**config.mk**
```make
export PLATFORM = sky130hd
export DESIGN_NAME = door_lock_controller
export DESIGN_NICKNAME = d
export VERILOG_FILES = /design/src/rtl/door_lock_controller.sv
export SDC_FILE = /design/constraint.sdc
export NUM_CORES = 1
export LEC_CHECK = 0
export CAP_MARGIN = 40
export CORE_MARGIN = 4
export CORE_UTILIZATION = 54
export DETAILED_ROUTE_END_ITERATION = 7
export MAX_ROUTING_LAYER = met4
export PLACE_DENSITY = 0.79
export SLEW_MARGIN = 15
export SYNTH_ARGS = -nofsm -noshare
export SYNTH_HDL_FRONTEND = slang
export SYNTH_SLANG_ARGS = --single-unit
```
**constraint.sdc**
```tcl
create_clock -name clk -period 4.6 [get_ports clk]
set_clock_uncertainty 0.2 [all_clocks]
set_input_delay 0.92 -clock clk [delete_from_list [all_inputs] [get_ports clk]]
set_output_delay 0.92 -clock clk [all_outputs]
set_load 0.02 [all_outputs]
```
**src/rtl/door_lock_controller.sv**
```systemverilog
// Multi-door fail-secure lock controller with idle-timeout auto-relock and per-door req/ack grants.
// Optional sticky forced-entry alarm is built only when DOOR_ALARM_EN is defined.
module door_lock_controller #(
  parameter int N_DOORS  = 4,
  parameter int SENSOR_W = 1,
  parameter int TIMEOUT  = 1000
) (
  input  logic                          clk,
  input  logic                          rst_n,
  input  logic [N_DOORS*SENSOR_W-1:0]   door_motion_sensor,
  input  logic [N_DOORS-1:0]            unlock_req,
  input  logic [N_DOORS-1:0]            lock_req,
  output logic [N_DOORS-1:0]            unlock_ack,
  output logic [N_DOORS-1:0]            lock_door,
  output logic [N_DOORS-1:0]            alarm,
  input  logic [N_DOORS-1:0]            alarm_clr
);

  localparam int CNT_W = $clog2(TIMEOUT);
  localparam logic [CNT_W-1:0] CNT_MAX = CNT_W'(TIMEOUT - 1);

  // LOCKED encoded as 1 so the state flop drives the actuator directly.
  typedef enum logic {
    UNLOCKED = 1'b0,
    LOCKED   = 1'b1
  } state_t;

  state_t             state_q [N_DOORS];
  state_t             state_d [N_DOORS];
  logic [CNT_W-1:0]   cnt_q   [N_DOORS];
  logic [CNT_W-1:0]   cnt_d   [N_DOORS];
  logic [N_DOORS-1:0] ack_q;
  logic [N_DOORS-1:0] ack_d;
  logic [N_DOORS-1:0] motion;

  always_comb begin
    for (int i = 0; i < N_DOORS; i++) begin
      motion[i] = |door_motion_sensor[i*SENSOR_W +: SENSOR_W];
    end
  end

  always_ff @(posedge clk or negedge rst_n) begin
    if (!rst_n) begin
      for (int i = 0; i < N_DOORS; i++) begin
        state_q[i] <= LOCKED;
        cnt_q[i]   <= '0;
      end
      ack_q <= '0;
    end else begin
      for (int i = 0; i < N_DOORS; i++) begin
        state_q[i] <= state_d[i];
        cnt_q[i]   <= cnt_d[i];
      end
      ack_q <= ack_d;
    end
  end

  always_comb begin
    ack_d = '0;
    for (int i = 0; i < N_DOORS; i++) begin
      state_d[i] = state_q[i];
      cnt_d[i]   = cnt_q[i];
      case (state_q[i])
        LOCKED: begin
          if (unlock_req[i] && !lock_req[i]) begin
            state_d[i] = UNLOCKED;
            cnt_d[i]   = '0;
            ack_d[i]   = 1'b1;
          end
        end
        UNLOCKED: begin
          // Lock request outranks re-grant, motion and timeout.
          if (lock_req[i]) begin
            state_d[i] = LOCKED;
            cnt_d[i]   = '0;
          end else if (unlock_req[i]) begin
            cnt_d[i] = '0;
            ack_d[i] = 1'b1;
          end else if (motion[i]) begin
            cnt_d[i] = '0;
          end else if (cnt_q[i] == CNT_MAX) begin
            state_d[i] = LOCKED;
            cnt_d[i]   = '0;
          end else begin
            cnt_d[i] = cnt_q[i] + 1'b1;
          end
        end
        default: begin
          state_d[i] = LOCKED;
          cnt_d[i]   = '0;
        end
      endcase
    end
  end

  always_comb begin
    for (int i = 0; i < N_DOORS; i++) begin
      lock_door[i] = (state_q[i] == LOCKED);
    end
  end

  assign unlock_ack = ack_q;

`ifdef DOOR_ALARM_EN
  logic [N_DOORS-1:0] alarm_q;

  // Set beats clear when both happen in the same cycle.
  always_ff @(posedge clk or negedge rst_n) begin
    if (!rst_n) begin
      alarm_q <= '0;
    end else begin
      for (int i = 0; i < N_DOORS; i++) begin
        if (state_q[i] == LOCKED && motion[i] && !unlock_req[i]) begin
          alarm_q[i] <= 1'b1;
        end else if (alarm_clr[i]) begin
          alarm_q[i] <= 1'b0;
        end
      end
    end
  end

  assign alarm = alarm_q;
`else
  logic unused_alarm_clr;
  assign unused_alarm_clr = ^alarm_clr;
  assign alarm = '0;
`endif

endmodule

```
==> key figures <==
Worst hold path
  – Worst Hold Class: flip-flop to flip-flop
  – Hold path startpoint: cnt_q[30]

Global route
  – Initial antenna violation count: 0
  – First-pass GRT wire length: 8832 microns
  – Vias in the first global route: 1,972
  – GR Overflow Total: 0
  – All-Layer GR Usage: 18.38%
  – Largest net degree at the start of global routing: 27

Pwr
  – Total internal power: 0.6187 mW
  – Sequential power share: 53.9%
  – Clock share of power: 37.7%
  – Switching pwr: 0.1902 mW
  – Switch share: 23.51%
  – Comb power frac: 8.4%
  – Pwr/cell area: 277.0 nW/um^2
  – VDD IR max: 124.9 uV
  – LEAKAGE: 1.209 nW

Route
  – Routed Antenna Nets: 0
  – WL final: 4808 microns
  – DRT iter0 DRCs: 103
  – Routed WL per cell: 13.74 microns
  – Post-DR vias/cell: 6.089
  – DR vias: 2,131
  – DRC Markers: 0
  – DRT Pass-1 Iters: 4

Place
  – Placed insts: 342
  – Port bufs: 21
  – Gpl congestion: 0.8083
  – Detailed placer's ending HPWL: 3437 microns

Yosys
  – Ys flop type: dfrtp_1
  – Commonest cells post-synth: dfrtp_1, nand2_1, nand3_1
  – Area leader, netlist: dfrtp_1
  – Synth Register Bits: 48
  – Post-synth design cell area: 2561 sq um
  – Post-synth ARST share: 100.0%
  – Most frequent cell after synthesis: dfrtp_1
  – Mean post-synth cell area: 9.313 sq um
  – Distinct cells, synth: 47
  – Post-synthesis cell count: 275
  – Post-synth EDFFs: 0
  – Post-synthesis sequential area ratio: 47.09%
  – Synth area leaders: dfrtp_1, nand2_1, nand3_1
  – Synth warnings: 0
  – Top cell type's share of synthesized area: 42.99%

Floorplanning
  – Die Y: 76.87 microns
  – I/O pin count: 30
  – Initial Util: 57.24%
  – Die area: 5909 sq um
  – Num rows: 24
  – Core area: 4474 sq um
  – Die Wd: 76.87 microns

STA
  – Final setup TNS: 0 ns
  – Normalized max-slew margin: 53.63%
  – Unrepaired setup endpoints after global routing: no
  – Fmax achieved: 377.8 MHz
  – Final Cycle Share: 57.54%
  – Worst slew pin tran: 0.6899 ns
  – Final min period: 2.647 ns
  – Endpoints failing setup: 0
  – Fin. max-slew vios: 0
  – Fin. Hold Viols: 0

Clock network
  – TritonCTS clock tree: yes
  – Clock sink count: 48
  – Clock transition at path regs: 0.09 ns
  – PostCTS Resize Cnt: 0
  – # H-tree levels: 2
  – Clk_lat worst skew: 0.30 ns
  – Root Driver: clkbuf_8
  – CTS Hold Bufs: 0
  – Post-CTS setup buffer count: 0
  – Clock buffer depth: 2
  – Total CTS buffers: 5

Worst setup path
  – Critical path capture point type: flip-flop
  – Worst setup startpoint: door_motion_sensor[1]
  – Critical path fanouts, max: 7
  – FF-to-FF Start: cnt_q[34]
  – Setup CP Type: input pin to flip-flop
  – Startpoint Class: input pin
  – Crit path DAT: 2.69 ns
  – Setup slack, reg-to-reg: 2.58 ns
  – Required time of the worst setup path: 4.64 ns

Cells and area
  – Share of post-route cells with drive strength above 1: 6.711%
  – Nets: 319
  – Non-filler cells, final: 350
  – Area of the multi-input gates: 1286 sq um
  – ANT cells: 0
  – Fillers: 353
  – Layout overhead on the synthesized area: 14.02%
  – Seq. cell area: 1206 sq um

Run status
  – Status: completed

Flow run
  – Maximum capacitance violations: 0
[layer usage]
layer | wire, microns | track usage (%) | part of all wire (%) | vias to the layer above
met5 | 0 | - | 0 | -
met4 | 66 | 5.435 | 1.4 | 0
met3 | 199 | 3.630 | 4.1 | 7
met2 | 2212 | 28.75 | 46 | 49
met1 | 2330 | 24.28 | 48 | 1017
li1 | - | - | - | 1058
[cell families (layout without fill, tap and decap cells)]
| logic type | after synthesis | count (layout) | share of synthesized area, % |
|---|---|---|---|
| DFF | 48 | 48 | 47.09 |
| AOI/OAI and AO/OA | 65 | 65 | 17.15 |
| adders and majority gates | 4 | 4 | 1.954 |
| buffers and inverters | 16 | 36 | 3.127 |
| xor gates and xnor gates | 7 | 7 | 2.394 |
| muxes | 1 | 1 | 0.4396 |
| and+or+nand+nor | 133 | 133 | 27.70 |
| other | 1 | 4 | 0.1464 |
[final timing paths]
check                      depth (start not counted)            to
hold reg to reg                                    1     cnt_q[30]
setup reg to reg                                   4     cnt_q[35]
min in group asynchronous                          1     cnt_q[32]
max in group asynchronous                          2  lock_door[3]
setup / recovery                                   4     cnt_q[27]
hold / removal                                     1     cnt_q[30]
[cell usage in the layout, fill, tap and decap left out, types with 6 or more instances in the layout]
cell type	netlist	final
o21ai_0	17	17
dfrtp_1	44	44
o21ai_1	11	11
and3_1	6	6
nand4_1	8	8
clkdlybuf4s50_1	0	20
a21oi_1	8	8
or3_1	7	7
nor4_1	7	7
nand2_1	41	41
or4_1	6	6
nand3_1	24	24
nor2b_1	9	9
nor3_1	7	7
[power groups by stage]
stage | clock network [mW] | logic [mW] | registers, mW
final | 0.305 | 0.0682 | 0.436
after CTS | 0.318 | 0.0694 | 0.436
after detailed placement | 0 | 0.0692 | 0.444
after global routing | 0.333 | 0.0757 | 0.437
after floorplan | 0 | 0.0286 | 0.449
after global placement | 0 | 0.0660 | 0.444
[area by class of cell]
type	instances	share of cell area [%]
well taps	52	2.228
repair buffers	23	7.969
clock inverters	3	1.457
clock buffers	5	2.356
inverters	5	0.6427
multi-input cells	214	44.04
flip-flops and latches	48	41.30
[state kept, by name (all words and copies together), names as in the netlist]
signal,count
cnt_q,40
lock_door,4
unlock_ack,4
[critical path, cell delays in order]
cell             delay, ns
clkdlybuf4s50_1       0.44
or4_1                 0.70
or4_1                 0.54
nand3_1               0.09
[through the flow]
| step | instance area [sq um] | setup slack (ns) | total power [mW] | hold WS [ns] | util [%] |
|---|---|---|---|---|---|
| 4_1_cts | 2920 | 1.953 | 0.8231 | 0.3198 | 65.27 |
| 2_1_floorplan | 2572 | 2.181 | 0.4779 | 0.2756 | - |
| 3_5_place_dp | 2809 | 1.623 | 0.5133 | 0.3044 | 62.78 |
| 3_3_place_gp | 2789 | 1.667 | 0.5100 | 0.2923 | 62.33 |
| 6_report | 2920 | 1.953 | 0.8089 | 0.3208 | 65.27 |
| 5_1_grt | 2920 | 1.881 | 0.8461 | 0.3476 | 65.27 |
Power figures use the tool's default switching activity.
